--- src/rtl/lap_recorder.sv ---
// ============================================================================
// lap_recorder: captures lap times from the live BCD stopwatch value and
// selects live / frozen / browsed-lap data for the display. Rev 1.0
// ============================================================================
`default_nettype none

module lap_recorder #(
  parameter int CLK_FREQ_HZ  = 50_000_000,
  parameter int DEPTH        = 8,
  parameter int HOLD_TIME_MS = 2000,
  parameter int BLINK_MS     = 250,
  localparam int CNT_W       = $clog2(DEPTH + 1)
) (
  input  logic             clk,
  input  logic             rst_n,
  input  logic [23:0]      bcd_time_in,
  input  logic             lap_pulse_in,
  input  logic             recall_pulse_in,
  input  logic             clear_pulse_in,
  output logic [23:0]      bcd_data_out,
  output logic             dp_out,
  output logic [CNT_W-1:0] lap_count_out,
  output logic             full_out,
  output logic             overflow_out,
  output logic             showing_lap_out
);

  localparam int HOLD_CYCLES  = CLK_FREQ_HZ / 1000 * HOLD_TIME_MS;
  localparam int BLINK_CYCLES = CLK_FREQ_HZ / 1000 * BLINK_MS;
  localparam int HOLD_W       = (HOLD_CYCLES > 1) ? $clog2(HOLD_CYCLES) : 1;
  localparam int BLINK_W      = (BLINK_CYCLES > 1) ? $clog2(BLINK_CYCLES) : 1;
  localparam int IDX_W        = (DEPTH > 1) ? $clog2(DEPTH) : 1;

  localparam logic [HOLD_W-1:0]  HOLD_LAST  = HOLD_W'(HOLD_CYCLES - 1);
  localparam logic [BLINK_W-1:0] BLINK_LAST = BLINK_W'(BLINK_CYCLES - 1);
  localparam logic [CNT_W-1:0]   CNT_FULL   = CNT_W'(DEPTH);

  localparam logic [1:0] ST_LIVE   = 2'd0;
  localparam logic [1:0] ST_FREEZE = 2'd1;
  localparam logic [1:0] ST_RECALL = 2'd2;

  logic [1:0]         state_q, state_d;
  logic [CNT_W-1:0]   count_q, count_d;
  logic [IDX_W-1:0]   rd_idx_q, rd_idx_d;
  logic [23:0]        frz_val_q, frz_val_d;
  logic [HOLD_W-1:0]  hold_cnt_q, hold_cnt_d;
  logic [BLINK_W-1:0] blink_cnt_q, blink_cnt_d;
  logic [23:0]        data_q, data_d;
  logic               dp_q, dp_d;
  logic               full_q, full_d;
  logic               overflow_q, overflow_d;
  logic               showing_q, showing_d;

  logic               wr_en;
  logic               blink_restart;
  logic               blink_flip;
  logic [IDX_W-1:0]   wr_idx;
  logic               has_next;

  // Lap memory has no reset: a zero count makes stale entries unreachable.
  logic [23:0]        mem_q [DEPTH];

  assign wr_idx   = IDX_W'(count_q);
  assign has_next = (CNT_W'(rd_idx_q) + CNT_W'(1)) < count_q;

  // State and datapath registers
  always_ff @(posedge clk or negedge rst_n) begin
    if (!rst_n) begin
      state_q     <= ST_LIVE;
      count_q     <= '0;
      rd_idx_q    <= '0;
      frz_val_q   <= '0;
      hold_cnt_q  <= '0;
      blink_cnt_q <= '0;
      data_q      <= '0;
      dp_q        <= 1'b0;
      full_q      <= 1'b0;
      overflow_q  <= 1'b0;
      showing_q   <= 1'b0;
    end else begin
      state_q     <= state_d;
      count_q     <= count_d;
      rd_idx_q    <= rd_idx_d;
      frz_val_q   <= frz_val_d;
      hold_cnt_q  <= hold_cnt_d;
      blink_cnt_q <= blink_cnt_d;
      data_q      <= data_d;
      dp_q        <= dp_d;
      full_q      <= full_d;
      overflow_q  <= overflow_d;
      showing_q   <= showing_d;
    end
  end

  always_ff @(posedge clk) begin
    if (wr_en) begin
      mem_q[wr_idx] <= bcd_time_in;
    end
  end

  // Next-state and timer logic; clear overrides every other pulse.
  always_comb begin
    state_d       = state_q;
    count_d       = count_q;
    rd_idx_d      = rd_idx_q;
    frz_val_d     = frz_val_q;
    hold_cnt_d    = hold_cnt_q;
    blink_cnt_d   = blink_cnt_q;
    overflow_d    = 1'b0;
    wr_en         = 1'b0;
    blink_restart = 1'b0;
    blink_flip    = 1'b0;

    if (clear_pulse_in) begin
      state_d     = ST_LIVE;
      count_d     = '0;
      rd_idx_d    = '0;
      hold_cnt_d  = '0;
      blink_cnt_d = '0;
    end else begin
      case (state_q)
        ST_LIVE, ST_FREEZE: begin
          if (state_q == ST_FREEZE) begin
            if (hold_cnt_q == HOLD_LAST) begin
              state_d    = ST_LIVE;
              hold_cnt_d = '0;
            end else begin
              hold_cnt_d = hold_cnt_q + HOLD_W'(1);
            end
          end
          if (lap_pulse_in) begin
            if (!full_q) begin
              wr_en      = 1'b1;
              count_d    = count_q + CNT_W'(1);
              frz_val_d  = bcd_time_in;
              hold_cnt_d = '0;
              state_d    = ST_FREEZE;
            end else begin
              overflow_d = 1'b1;
            end
          end else if (recall_pulse_in && (count_q != '0)) begin
            state_d       = ST_RECALL;
            rd_idx_d      = '0;
            hold_cnt_d    = '0;
            blink_cnt_d   = '0;
            blink_restart = 1'b1;
          end
        end
        ST_RECALL: begin
          if (recall_pulse_in) begin
            blink_cnt_d = '0;
            if (has_next) begin
              rd_idx_d      = rd_idx_q + IDX_W'(1);
              blink_restart = 1'b1;
            end else begin
              state_d  = ST_LIVE;
              rd_idx_d = '0;
            end
          end else if (blink_cnt_q == BLINK_LAST) begin
            blink_cnt_d = '0;
            blink_flip  = 1'b1;
          end else begin
            blink_cnt_d = blink_cnt_q + BLINK_W'(1);
          end
        end
        default: begin
          state_d = ST_LIVE;
        end
      endcase
    end
  end

  // Registered outputs follow the state being entered, so a capture is
  // visible on the display for exactly the hold window.
  always_comb begin
    data_d    = bcd_time_in;
    dp_d      = 1'b0;
    full_d    = (count_d == CNT_FULL);
    showing_d = (state_d != ST_LIVE);
    case (state_d)
      ST_FREEZE: begin
        data_d = frz_val_d;
      end
      ST_RECALL: begin
        data_d = mem_q[rd_idx_d];
        if (blink_restart) begin
          dp_d = 1'b1;
        end else begin
          dp_d = blink_flip ? ~dp_q : dp_q;
        end
      end
      default: begin
        data_d = bcd_time_in;
      end
    endcase
  end

  assign bcd_data_out    = data_q;
  assign dp_out          = dp_q;
  assign lap_count_out   = count_q;
  assign full_out        = full_q;
  assign overflow_out    = overflow_q;
  assign showing_lap_out = showing_q;

endmodule

`default_nettype wire

--- config.mk ---
export PLATFORM = sky130hd
export DESIGN_NAME = lap_recorder
export DESIGN_NICKNAME = d
export VERILOG_FILES = /design/src/rtl/lap_recorder.sv
export SDC_FILE = /design/constraint.sdc
export NUM_CORES = 1
export LEC_CHECK = 0
export ABC_AREA = 1
export ABC_CLOCK_PERIOD_IN_PS = 4350
export BUFFER_PORTS_ARGS = -buffer_cell sky130_fd_sc_hd__buf_2
export CAP_MARGIN = 20
export CORE_MARGIN = 2
export CORE_UTILIZATION = 51
export CTS_BUF_LIST = sky130_fd_sc_hd__clkbuf_16
export DETAILED_ROUTE_END_ITERATION = 8
export HOLD_SLACK_MARGIN = 0.15
export MAX_ROUTING_LAYER = met4
export PLACE_DENSITY = 0.68
export RECOVER_POWER = 50
export SYNTH_ARGS = -nofsm -noshare
export SYNTH_HDL_FRONTEND = slang
export SYNTH_SLANG_ARGS = --single-unit
--- constraint.sdc ---
create_clock -name clk -period 4.35 [get_ports clk]
set_input_delay 0.87 -clock clk [delete_from_list [all_inputs] [get_ports clk]]
set_output_delay 0.87 -clock clk [all_outputs]
set_load 0.02 [all_outputs]
==> results of run 1 <==
==> critical path: stages <==
cell and delay (ns):
sky130_fd_sc_hd__clkbuf_1 0.30, sky130_fd_sc_hd__clkinv_1 0.14, sky130_fd_sc_hd__clkbuf_1 0.81, sky130_fd_sc_hd__nand2_1 0.12
sky130_fd_sc_hd__a31oi_1 0.30, sky130_fd_sc_hd__inv_1 0.12, sky130_fd_sc_hd__ha_2 0.60, sky130_fd_sc_hd__buf_4 0.31
sky130_fd_sc_hd__nand2_1 0.08, sky130_fd_sc_hd__inv_1 0.05, sky130_fd_sc_hd__a21oi_1 0.06
==> layout make-up <==
cell class | instances | area (um^2)
antenna | 1 | 2.50
clock buffer | 36 | 901
clock inverter | 28 | 165
fill | 2299 | 11400
inverter | 114 | 428
multi-input combinational | 935 | 4400
sequential | 304 | 8570
tap | 341 | 427
timing repair buffer | 87 | 485
==> worst min-delay path by stage <==
stage                            to            start  depth (start not counted)
floorplan           blink_cnt_q[20]  blink_cnt_q[20]                          1
global placement       frz_val_q[1]     frz_val_q[1]                          2
detailed placement     frz_val_q[1]     frz_val_q[1]                          2
CTS                 blink_cnt_q[20]  blink_cnt_q[20]                          1
global route        blink_cnt_q[20]  blink_cnt_q[20]                          1
finish              blink_cnt_q[20]  blink_cnt_q[20]                          1
==> through the flow <==
| step | cells | hold WS [ns] | total power [W] | setup WS [ns] |
|---|---|---|---|---|
| 3_5_place_dp | 1781 | 0.457 | 0.00386 | 0.991 |
| 5_1_grt | 1845 | 0.477 | 0.00674 | 0.714 |
| 6_report | 1846 | 0.464 | 0.00650 | 0.955 |
| 3_3_place_gp | 1781 | 0.449 | 0.00385 | 1.07 |
| 2_1_floorplan | 1417 | 0.433 | 0.00363 | 0.476 |
| 4_1_cts | 1845 | 0.465 | 0.00657 | 0.990 |
==> power by group through the flow <==
stage / sequential (W) / combinational, W / clock (W)
after global placement: 0.00330 / 0.000552 / 0
after detailed placement: 0.00330 / 0.000563 / 0
after global routing: 0.00325 / 0.000620 / 0.00287
final: 0.00324 / 0.000551 / 0.00270
after CTS: 0.00324 / 0.000566 / 0.00276
after floorplan: 0.00336 / 0.000272 / 0
==> flip-flops by register name, indices dropped and copies added (netlist names) <==
register	cells
full_out	1
lap_count_out	4
frz_val_q	24
blink_cnt_q	24
rd_idx_q	3
bcd_data_out	24
state_q	2
overflow_out	1
mem_q	192
dp_out	1
showing_lap_out	1
hold_cnt_q	27
==> kinds of logic after synthesis <==
family,synth area share [%]
AND/OR/NAND/NOR,25.3
buffers and inverters,5.91
adder cells (fa/ha/maj),1.00
XOR/XNOR,1.28
AO/OA/AOI/OAI,4.08
flip-flops,62.4
==> cells in the mapped netlist, types with 2 or more instances <==
master / number / area, um^2
sky130_fd_sc_hd__nand2_1: 463 / 1740
sky130_fd_sc_hd__o22ai_1: 12 / 75.1
sky130_fd_sc_hd__o21ai_0: 28 / 140
sky130_fd_sc_hd__buf_4: 8 / 60.1
sky130_fd_sc_hd__ha_1: 11 / 138
sky130_fd_sc_hd__nor2_1: 91 / 342
sky130_fd_sc_hd__a21oi_2: 2 / 17.5
sky130_fd_sc_hd__o21a_1: 2 / 15.0
sky130_fd_sc_hd__xor2_1: 20 / 175
sky130_fd_sc_hd__buf_2: 30 / 150
sky130_fd_sc_hd__nand4_1: 63 / 394
sky130_fd_sc_hd__nor3_1: 26 / 130
sky130_fd_sc_hd__nand3_1: 143 / 716
sky130_fd_sc_hd__nand2_2: 5 / 31.3
sky130_fd_sc_hd__buf_6: 10 / 113
sky130_fd_sc_hd__clkbuf_1: 15 / 56.3
sky130_fd_sc_hd__o21ai_1: 3 / 15.0
sky130_fd_sc_hd__nor2_4: 2 / 22.5
sky130_fd_sc_hd__nor4_1: 5 / 31.3
sky130_fd_sc_hd__inv_2: 6 / 22.5
sky130_fd_sc_hd__nand3_2: 4 / 40.0
sky130_fd_sc_hd__edfxtp_1: 192 / 5770
sky130_fd_sc_hd__inv_1: 107 / 402
sky130_fd_sc_hd__a21oi_1: 42 / 210
sky130_fd_sc_hd__dfrtp_1: 112 / 2800
==> per-layer routing <==
metal  part of all wire (%)  up-vias
met2                     47      332
met4                    2.2        0
met5                      0        -
li1                       -     4891
met3                    6.2       63
met1                     45     4905
==> results.env, run 1 <==
SYNTHESIS.YOSYS.WARNINGS=0
SYNTHTOLAYOUTAREAGROWTH_PCT=12.0
TRITONCTS='built'
R2R_SLACK_NS=1.00
VIA_PER_INST=5.52
CTSHTREEMAXLEVEL=2
DRT_WL_TOTAL_UM=32500
CTS-BUFFERS-INSERTED=35
VIAS_IN_THE_FIRST_GLOBAL_ROUTE=9970
SETUP_TOTAL_NEGATIVE_SLACK_NS=0
POST-ROUTE-DRC-COUNT=0
GP_CONGESTION=0.894
CTS_NUM_SINKS=304
SYNTH_CELL_TYPES=40
PORT-BUFFER-COUNT=60
GRT_START_MAX_NET_PINS=73
CHIPHEIGHT_UM=168
SETUP_FAILING_EPS_FINAL=0
SYNTH-SEQ-AREA-SHARE_PCT=62.4
FINALCRITPERIODSHARE_PCT=78.0
AREA_ENCLOSED_BY_THE_DIE_BOUNDARY_UM2=28200
GRTUSAGEMET2_PCT=38.5
CLKLATENCYLATEPIN_NS=0.52
SYNTH_NETS=1457
REGTOREGENDPOINT='bcd_data_out[15]'
GRT.TOTAL_USAGE_PCT=24.2
ACHIEVABLE-FREQUENCY_MHz=295
MET3_USAGE_PCT=3.53
CELLLEAKAGEPOWER_nW=6.27
POSTSYNTHCELLCOUNT=1417
LAYOUT.NETS=1517
MOSTFREQUENTLAYOUTCELL='sky130_fd_sc_hd__nand2_1'
CRITPATHREQUIREDTIME_NS=4.73
DESIGN.CORE.AREA_UM2=26700
YOSYS_REGISTER_BITS=304
FINISH.INSTANCE_AREA_UM2=15400
POSTSYNTHAREAPERCELL_UM2=9.69
SHARE_OF_FINAL_LAYOUT_STANDARD_CELLS_STRONGER_THAN_DRIVE_STRENGTH_1_PCT=8.51
TIMING.FINAL.HOLD_VIOLATIONS=0
ROUTED_WIRE_LENGTH_PER_INSTANCE_UM=17.6
PWR-SHARE-SEQ_PCT=49.9
ROUTED-VIA-COUNT=10191
PEAKVDDDROP_uV=342
DRTITER0DRC=903
DRV_CAP=1
SWITCHING_SHARE_PCT=24.4
GLOBALROUTEOVERFLOWTOTAL=0
PWR-SHARE-COMB_PCT=8.5
CRITICAL_PATH.STARTPOINT_TYPE='primary input'
SYNTH_TOP_FLOP_CELL='sky130_fd_sc_hd__edfxtp_1'
HOLD_PATH_CLASS='reg2reg'
IO_PINS=61
CRIT_END='bcd_data_out[22]'
CTS_SETUP_BUFFERS=0
CTS-ROOT-BUF='sky130_fd_sc_hd__clkbuf_16'
RUN_STATUS='complete, but fails checks'
TIMING.CLOCK.SKEW_NS=0.0284
VIOLATIONS='capacitance limit, slew limit'
GRT_MOST_USED_LAYER='met2'
MOST_FREQUENT_CELLS_IN_THE_LAYOUT='sky130_fd_sc_hd__nand2_1 (463), sky130_fd_sc_hd__edfxtp_1 (192), sky130_fd_sc_hd__nand3_1 (143), sky130_fd_sc_hd__inv_1 (114), sky130_fd_sc_hd__dfrtp_1 (112)'
DRTANTENNAVIOLNETS=0
NETLIST_AREA_UM2=13700
GRT_FIRST_PASS_WIRELENGTH_UM=53000
CRITPATHKIND='in2reg'
RSZ0062_AT_GRT='no'
WORSTSETUPENDPOINTTYPE='flop'
CLOCK_TREE.BUFFER_DEPTH=3
POST_CTS.RESIZED_INSTANCES=0
WORST_SETUP_HOLD_PATH_CLK_SLEW_NS=0.06
REPORT.FINAL.SLEW_VIOL_COUNT=73
CRIT_PATH_MAX_FANOUT=20
YS_ASYNC_SR_FRACTION_PCT=36.8
P_PER_AREA_nW_PER_UM2=423
P_CLK_SHARE_PCT=41.6
POWER.INTERNAL_W=0.00491
WORSTPATHARRIVAL_NS=3.77
FINALCRITICALPERIOD_NS=3.39
SHARE_OF_THE_CORE_FILLED_WITH_CELLS_PCT=57.5
MAX_SLEW.WORST_PIN.SLEW_NS=1.88
TIMING.CRITICAL_PATH.FROM='clear_pulse_in'
HPWLAFTERDP_UM=19200
SYNTH-EDFF-COUNT=192
INITIAL_ANTENNA_VIOLATION_COUNT=0
INITIAL_UTILIZATION_PCT=51.4
SLEW_HEADROOM_PCT=-25.6
MET1_USAGE_PCT=32.8
FLOORPLAN.DIE.WIDTH_UM=168
CTS-HOLD-FIX-BUFFERS=0
DETAIL_ROUTE.FIRST_PASS.ITERATIONS=5
NET_SWITCHING_POWER_OF_THE_DESIGN_W=0.00158
PLACED_CELL_AREA_UM2=14400
FF2FF_PATH_DEPTH=15
STD_CELL_ROWS=60
R2R-START='rd_idx_q[0]'
Note: power is estimated with default switching activity, not from simulation.
==> run 2, diff against run 1 <==
--- a/config.mk
+++ b/config.mk
@@ -6,7 +6,7 @@
 export NUM_CORES = 1
 export LEC_CHECK = 0
 export ABC_AREA = 1
-export ABC_CLOCK_PERIOD_IN_PS = 4350
+export ABC_CLOCK_PERIOD_IN_PS = 3400
 export BUFFER_PORTS_ARGS = -buffer_cell sky130_fd_sc_hd__buf_2
 export CAP_MARGIN = 20
 export CORE_MARGIN = 2
==> constraint.sdc (replaced) <==
create_clock -name clk -period 3.4 [get_ports clk]
set_input_delay 0.68 -clock clk [delete_from_list [all_inputs] [get_ports clk]]
set_output_delay 0.68 -clock clk [all_outputs]
set_load 0.02 [all_outputs]
==> results.env, run 2 (synthesized netlist as in run 1, its figures left out) <==
RUN_STATUS='complete, but fails checks'
VIOLATIONS='capacitance limit, slew limit'
FLOORPLAN.DIE.WIDTH_UM=168
SHARE_OF_FINAL_LAYOUT_STANDARD_CELLS_STRONGER_THAN_DRIVE_STRENGTH_1_PCT=8.93
CRIT_PATH_MAX_FANOUT=41
CPLARGESTDELAYFAMILY='simple AND/OR/NAND/NOR gates'
DRTANTENNAVIOLNETS=0
CELLLEAKAGEPOWER_nW=6.30
WORST_SLACK_NS=0.413
SETUP_TOTAL_NEGATIVE_SLACK_NS=0
DP_WORST_SETUP_SLACK_NS=0.538
DRV_CAP=1
CRITPATHREQUIREDTIME_NS=3.86
GRT.TOTAL_USAGE_PCT=24.2
REPORT.POWER.TOTAL_W=0.00840
MET3WIRELENGTH_UM=2080
HOLD_PATH_CLASS='in2reg'
PORT-BUFFER-COUNT=60
CTSHTREEMAXLEVEL=1
REGMOSTFLOPS='mem_q'
SETUP_FAILING_EPS_FINAL=0
SLEW_HEADROOM_PCT=-33.3
WORSTHOLDENDPOINT='overflow_out'
DRTITER0DRC=925
P_PER_AREA_nW_PER_UM2=545
HPWLAFTERDP_UM=19100
CLOCK_TREE.BUFFER_DEPTH=3
TIMING.CLOCK.SKEW_NS=0.0147
CHIPHEIGHT_UM=168
VIAS_IN_THE_FIRST_GLOBAL_ROUTE=9964
FINALCRITPERIODSHARE_PCT=87.9
POST_CTS.RESIZED_INSTANCES=0
LAYOUT.NETS=1516
REPORT.FINAL.SLEW_VIOL_COUNT=34
GP_CONGESTION=0.904
PEAKVDDDROP_uV=427
WORST_SETUP_HOLD_PATH_CLK_SLEW_NS=0.06
STD_CELL_ROWS=60
TIMING.CRITICAL_PATH.SLOWEST_STAGE_CELL='sky130_fd_sc_hd__buf_4'
TRITONCTS='built'
AREA_ENCLOSED_BY_THE_DIE_BOUNDARY_UM2=28200
DETAIL_ROUTE.FIRST_PASS.ITERATIONS=7
SYNTHTOLAYOUTAREAGROWTH_PCT=12.4
CTS_NUM_SINKS=304
ROUTED-VIA-COUNT=10093
FINAL.FILL_COUNT=2296
CLKLATENCYLATEPIN_NS=0.58
CRITICAL_PATH.STARTPOINT_TYPE='flop'
INITIAL_ANTENNA_VIOLATION_COUNT=0
MAX_SLEW.WORST_PIN.SLEW_NS=2.00
REGISTERS_WITH_THE_MOST_FLIP_FLOPS='mem_q x192, hold_cnt_q x27'
REGTOREGENDPOINT='bcd_data_out[22]'
HIGHEST-SIGNAL-LAYER='met4'
WHS_PATH_DEPTH=3
MOST_FREQUENT_CELLS_IN_THE_LAYOUT='sky130_fd_sc_hd__nand2_1 (463), sky130_fd_sc_hd__edfxtp_1 (192), sky130_fd_sc_hd__nand3_1 (143), sky130_fd_sc_hd__dfrtp_1 (112), sky130_fd_sc_hd__inv_1 (111)'
HP-START='lap_pulse_in'
R2R_SLACK_NS=0.41
DETAILROUTE.WIRELENGTH.MET2_UM=15400
MOSTFREQUENTLAYOUTCELL='sky130_fd_sc_hd__nand2_1'
FF2FF_PATH_DEPTH=13
CTS-ROOT-BUF='sky130_fd_sc_hd__clkbuf_16'
R2R-START='rd_idx_q[0]'
FINALCRITICALPERIOD_NS=2.99
LARGEST_REGISTER_FF_COUNT=192
VIA_PER_INST=5.48
CPPEAKSTAGEDELAY_NS=0.49
CTS-BUFFERS-INSERTED=31
ROUTED_WIRE_LENGTH_PER_INSTANCE_UM=17.6
WORSTPATHARRIVAL_NS=3.45
WORSTSETUPENDPOINTTYPE='flop'
DRT_WL_TOTAL_UM=32500
IO_PINS=61
GRT_FIRST_PASS_WIRELENGTH_UM=52700
TIMING.FINAL.HOLD_VIOLATIONS=0
ACHIEVABLE-FREQUENCY_MHz=335
RSZ0062_AT_GRT='no'
GRT_START_MAX_NET_PINS=81
CRITICAL_PATH_BUF_INV_COUNT=1
POST-ROUTE-DRC-COUNT=0
ROUTE.LAYER.MET1.WL_UM=14200
CRIT_CHAIN='ha_1, xor2_1, ha_1, a21oi_1, nand3_2, nand2_4, buf_4, nand4_1, nand3_1, nand2_1, nand2_1, nand3_1, a21oi_1'
DESIGN.CORE.AREA_UM2=26700
INITIAL_UTILIZATION_PCT=51.4
CRITPATHKIND='reg2reg'
GLOBALROUTEOVERFLOWTOTAL=0
-- run 2: cell type report --
cell class | instances | area (um^2) | share of cell area (%)
flip-flops and latches | 304 | 8570 | 55.5
multi-input cells | 935 | 4400 | 28.5
clock buffers | 32 | 801 | 5.19
repair buffers | 90 | 538 | 3.49
inverters | 114 | 428 | 2.77
well taps | 341 | 427 | 2.76
clock inverters | 26 | 265 | 1.72
diodes | 1 | 2.50 | 0.0162
-- run 2: stage by stage --
stage / std cells / util (%) / hold slack (ns) / instance area (um^2)
global placement: 1783 / 53.9 / 0.450 / 14400
global route: 1842 / 57.7 / 0.411 / 15400
finish: 1843 / 57.7 / 0.422 / 15400
CTS: 1842 / 57.9 / 0.386 / 15500
floorplan: 1417 / - / 0.384 / 13700
detailed placement: 1783 / 53.9 / 0.456 / 14400
-- run 2: worst reg2reg max path: cells and delay by family, from the launching register on --
family          cells  cell delay, ns
xor+xnor            1            0.16
simple gates        7            0.87
flops               1            0.43
buf+inv             1            0.49
compound gates      2            0.51
fa+ha+maj           2            0.42
-- run 2: worst max path at each step --
| stage | start | to | cells after the start |
|---|---|---|---|
| floorplan | lap_pulse_in | mem_q[1][0] | 9 |
| global placement | rd_idx_q[0] | bcd_data_out[22] | 13 |
| detailed placement | rd_idx_q[0] | bcd_data_out[22] | 16 |
| CTS | rd_idx_q[0] | bcd_data_out[22] | 13 |
| global route | rst_n | bcd_data_out[15] | 3 |
| finish | rd_idx_q[0] | bcd_data_out[22] | 13 |
-- run 2: metal layers --
metal | track usage (%) | vias to the layer above
li1 | - | 4891
met2 | 39.2 | 360
met3 | 3.34 | 57
met5 | - | -
met4 | 7.38 | 0
met1 | 32.0 | 4785
-- run 2: report_power, final --
group          switching [W]  internal (W)  leakage [nW]  total (W)
clock                0.00145       0.00209         0.541    0.00354
combinational       0.000523      0.000191          2.55   0.000714
sequential         0.0000567       0.00409          3.20    0.00415
-- run 2: repair_timing --
| action | 4_1_cts | 5_1_grt |
|---|---|---|
| setup buffers | 0 | 0 |
| endpoints found under the hold margin | 32 | 0 |
| hold buffers | 1 | 0 |
==> run 3, diff against run 2 <==
--- a/config.mk
+++ b/config.mk
@@ -5,7 +5,6 @@
 export SDC_FILE = /design/constraint.sdc
 export NUM_CORES = 1
 export LEC_CHECK = 0
-export ABC_AREA = 1
 export ABC_CLOCK_PERIOD_IN_PS = 3400
 export BUFFER_PORTS_ARGS = -buffer_cell sky130_fd_sc_hd__buf_2
 export CAP_MARGIN = 20
==> results.env, run 3 <==
RUN_STATUS='complete, but fails checks'
VIOLATIONS='capacitance limit, slew limit'
CRITICAL_PATH_BUF_INV_COUNT=1
SYNTHDOMINANTAREACELLTYPE='sky130_fd_sc_hd__edfxtp_1'
PWR-SHARE-SEQ_PCT=49.6
DESIGN.CORE.AREA_UM2=26700
CRITPATHREQUIREDTIME_NS=3.81
WORSTSETUPENDPOINTTYPE='flop'
INITIAL_ANTENNA_VIOLATION_COUNT=0
HPWLAFTERDP_UM=20900
SYNTH-EDFF-COUNT=192
WORSTPATHARRIVAL_NS=3.61
ROUTED_WIRE_LENGTH_PER_INSTANCE_UM=21.3
VIA_PER_INST=6.13
CRIT_CHAIN='ha_2, xor2_1, ha_1, or3_4, o22ai_4, o21ai_0, nand2_1, nand2_2, ha_4, nand2_4, and2b_2, buf_4, a221oi_1, o31ai_1'
SETUP_FAILING_EPS_FINAL=0
SYNTH_NETS=1188
MOST_FREQUENT_CELLS_IN_THE_LAYOUT='sky130_fd_sc_hd__edfxtp_1 (192), sky130_fd_sc_hd__nand2_1 (149), sky130_fd_sc_hd__dfrtp_1 (112), sky130_fd_sc_hd__a21oi_1 (63), sky130_fd_sc_hd__buf_4 (52)'
REGTOREGENDPOINT='bcd_data_out[21]'
WHS_PATH_DEPTH=2
PEAKVDDDROP_uV=486
CTS-BUFFERS-INSERTED=35
VIAS_IN_THE_FIRST_GLOBAL_ROUTE=9742
WORST_SETUP_HOLD_PATH_CLK_SLEW_NS=0.06
POSTSYNTHAREAPERCELL_UM2=12.0
SHARE_OF_FINAL_LAYOUT_STANDARD_CELLS_STRONGER_THAN_DRIVE_STRENGTH_1_PCT=18.7
HOLD_PATH_CLASS='in2reg'
GRT_START_MAX_NET_PINS=85
SYNTH_TOP_FLOP_CELL='sky130_fd_sc_hd__edfxtp_1'
POST-SYNTH-TOP-COUNT-CELL='sky130_fd_sc_hd__edfxtp_1'
NETLIST.AREA_LEADER.SHARE_PCT=41.8
DRT_WL_TOTAL_UM=34000
SYNTH_COMPOUND_GATE_AREA_SHARE_PCT=17.0
CTS-ROOT-BUF='sky130_fd_sc_hd__clkbuf_16'
ROUTED-VIA-COUNT=9794
GRT.TOTAL_USAGE_PCT=25.1
DRTANTENNAVIOLNETS=0
SYNTH-SEQ-AREA-SHARE_PCT=62.1
AREA_ENCLOSED_BY_THE_DIE_BOUNDARY_UM2=28400
R2R_SLACK_NS=0.19
PWR-SHARE-COMB_PCT=8.3
FRACTION_OF_THE_MAPPED_NETLIST_AREA_IN_ADDER_CELLS_PCT=0.998
SYNTHESIS.YOSYS.WARNINGS=0
DETAIL_ROUTE.FIRST_PASS.ITERATIONS=5
FLOORPLAN.DIE.WIDTH_UM=168
POWER.INTERNAL_W=0.00631
FINALCRITICALPERIOD_NS=3.21
FF2FF_PATH_DEPTH=14
RSZ0062_AT_GRT='no'
PORT-BUFFER-COUNT=60
CTS_NUM_SINKS=304
POST-ROUTE-DRC-COUNT=0
YOSYS.AREA_SHARE.SIMPLE_PCT=13.2
CRITPATHKIND='reg2reg'
GP_CONGESTION=0.837
SYNTH.CELLS.MOST_FREQUENT='sky130_fd_sc_hd__edfxtp_1 (192), sky130_fd_sc_hd__nand2_1 (152), sky130_fd_sc_hd__dfrtp_1 (112)'
SYNTH_CELL_TYPES=79
SYNTHTOPCELLSBYAREA='sky130_fd_sc_hd__edfxtp_1 (42%), sky130_fd_sc_hd__dfrtp_1 (20%), sky130_fd_sc_hd__nand2_1 (4.1%), sky130_fd_sc_hd__a21oi_1 (2.3%), sky130_fd_sc_hd__mux2_2 (2.0%)'
LAYOUT.NETS=1271
SHARE_OF_THE_CORE_FILLED_WITH_CELLS_PCT=60.0
POSTSYNTHCELLCOUNT=1148
CPPEAKSTAGEDELAY_NS=0.40
CPLARGESTDELAYFAMILY='simple AND/OR/NAND/NOR gates'
WORSTHOLDENDPOINT='overflow_out'
CLOCK_TREE.BUFFER_DEPTH=3
SYNTH_TOP_FAMILY_BY_AREA='compound AO/OA/AOI/OAI gates'
REPORT.FINAL.SLEW_VIOL_COUNT=30
DP_WORST_SETUP_SLACK_NS=0.0245
SWITCHING_SHARE_PCT=24.4
DIODES=0
TIMING.CLOCK.SKEW_NS=0.0222
GRT_FIRST_PASS_WIRELENGTH_UM=53800
YOSYS_REGISTER_BITS=304
WORST_SLACK_NS=0.194
NET_SWITCHING_POWER_OF_THE_DESIGN_W=0.00204
P_PER_AREA_nW_PER_UM2=521
MOSTFREQUENTLAYOUTCELL='sky130_fd_sc_hd__edfxtp_1'
STD_CELL_ROWS=60
IO_PINS=61
LARGEST_REGISTER_FF_COUNT=192
ACHIEVABLE-FREQUENCY_MHz=312
CLKLATENCYLATEPIN_NS=0.53
FINALCRITPERIODSHARE_PCT=94.3
TRITONCTS='built'
TIMING.CRITICAL_PATH.SLOWEST_STAGE_CELL='sky130_fd_sc_hd__or3_4'
REGMOSTFLOPS='mem_q'
SYNTHMUXAREASHARE_PCT=2.11
CRITICAL_PATH.STARTPOINT_TYPE='flop'
CELLLEAKAGEPOWER_nW=5.96
DRTITER0DRC=808
MAX_SLEW.WORST_PIN.SLEW_NS=1.75
YOSYS.AREA_SHARE.XOR_XNOR_PCT=1.27
SLEW_HEADROOM_PCT=-17.0
WORST-PATH-STAGES=14
REGISTERS_WITH_THE_MOST_FLIP_FLOPS='mem_q x192, hold_cnt_q x27'
CTSHTREEMAXLEVEL=2
GLOBALROUTEOVERFLOWTOTAL=0
DRV_CAP=1
P_CLK_SHARE_PCT=42.1
YS_ASYNC_SR_FRACTION_PCT=36.8
CRIT_PATH_MAX_FANOUT=7
R2R-START='rd_idx_q[0]'
INITIAL_UTILIZATION_PCT=51.6
SETUP_TOTAL_NEGATIVE_SLACK_NS=0
SYNTHTOLAYOUTAREAGROWTH_PCT=16.2
TIMING.FINAL.HOLD_VIOLATIONS=0
NETLIST_AREA_UM2=13800
HP-START='clear_pulse_in'
CHIPHEIGHT_UM=168
-- run 3: cell count changes after synthesis, moves of 24 or more --
| cell | before | now |
|---|---|---|
| sky130_fd_sc_hd__nand2_1 | 463 | 152 |
| sky130_fd_sc_hd__nand3_1 | 143 | 40 |
| sky130_fd_sc_hd__inv_1 | 107 | 23 |
| sky130_fd_sc_hd__nor2_1 | 91 | 35 |
| sky130_fd_sc_hd__nand4_1 | 63 | 13 |
| sky130_fd_sc_hd__nor2b_1 | 0 | 31 |
| sky130_fd_sc_hd__o31ai_1 | 0 | 28 |
| sky130_fd_sc_hd__mux2_2 | 0 | 24 |
-- run 3: cell type report --
cell class                 instances  area [um^2]
fill                            2087        10700
sequential                       304         8570
multi-input combinational        743         5020
clock buffer                      36          901
timing repair buffer             124          836
tap                              341          427
clock inverter                    27          184
inverter                          23         86.3
-- run 3: timing repair --
| item | in CTS | in global routing |
|---|---|---|
| pin swaps | 0 | 1 |
| endpoints found under the hold margin | 28 | 0 |
| setup buffers | 0 | 2 |
| endpoints found under the setup margin | 2 | 23 |
| hold buffers | 1 | 0 |
| resized for setup | 1 | 27 |
-- run 3: worst register-to-register path, stage by stage, from the launching register on --
cell	delay [ns]
sky130_fd_sc_hd__dfrtp_1	0.38
sky130_fd_sc_hd__ha_2	0.21
sky130_fd_sc_hd__xor2_1	0.16
sky130_fd_sc_hd__ha_1	0.22
sky130_fd_sc_hd__or3_4	0.40
sky130_fd_sc_hd__o22ai_4	0.19
sky130_fd_sc_hd__o21ai_0	0.09
sky130_fd_sc_hd__nand2_1	0.09
sky130_fd_sc_hd__nand2_2	0.09
sky130_fd_sc_hd__ha_4	0.25
sky130_fd_sc_hd__nand2_4	0.12
sky130_fd_sc_hd__and2b_2	0.26
sky130_fd_sc_hd__buf_4	0.19
sky130_fd_sc_hd__a221oi_1	0.33
sky130_fd_sc_hd__o31ai_1	0.10
-- run 3: metrics by stage --
| stage | area (um^2) | cells | total power (W) | hold WS (ns) |
|---|---|---|---|---|
| 3_5_place_dp | 14800 | 1532 | 0.00490 | 0.466 |
| 3_3_place_gp | 14800 | 1532 | 0.00489 | 0.458 |
| 4_1_cts | 15900 | 1596 | 0.00840 | 0.411 |
| 5_1_grt | 16000 | 1598 | 0.00864 | 0.434 |
| 2_1_floorplan | 13800 | 1148 | 0.00461 | 0.384 |
| 6_report | 16000 | 1598 | 0.00835 | 0.427 |
-- run 3: cell families (layout without fill, tap and decap cells) --
group,count (synthesis),after routing
buffers and inverters,101,210
flip-flops,304,304
AO/OA/AOI/OAI,323,323
adder cells (fa/ha/maj),11,11
AND/OR/NAND/NOR,363,363
XOR/XNOR,20,20
multiplexers,26,26
-- run 3: how the worst max path moves through the flow --
stage | from | end
detailed placement | rd_idx_q[0] | bcd_data_out[23]
finish | rd_idx_q[0] | bcd_data_out[21]
CTS | rd_idx_q[0] | bcd_data_out[11]
floorplan | clear_pulse_in | mem_q[2][0]
global route | rd_idx_q[0] | bcd_data_out[11]
global placement | rd_idx_q[0] | bcd_data_out[22]
-- run 3: per-layer routing --
metal  up-vias  GRT usage (%)  share of wire [%]
met5         -              -                  0
met4         0           9.82                3.3
met3        83           3.50                5.2
met2       298           40.4                 48
met1      4859           32.5                 44
li1       4554              -                  -
-- run 3: power by group through the flow --
| stage | Combinational, W | Sequential [W] | Clock [W] |
|---|---|---|---|
| after floorplan | 0.000358 | 0.00425 | 0 |
| after global placement | 0.000683 | 0.00420 | 0 |
| after detailed placement | 0.000697 | 0.00421 | 0 |
| after CTS | 0.000701 | 0.00414 | 0.00356 |
| after global routing | 0.000761 | 0.00415 | 0.00373 |
| final | 0.000692 | 0.00414 | 0.00352 |
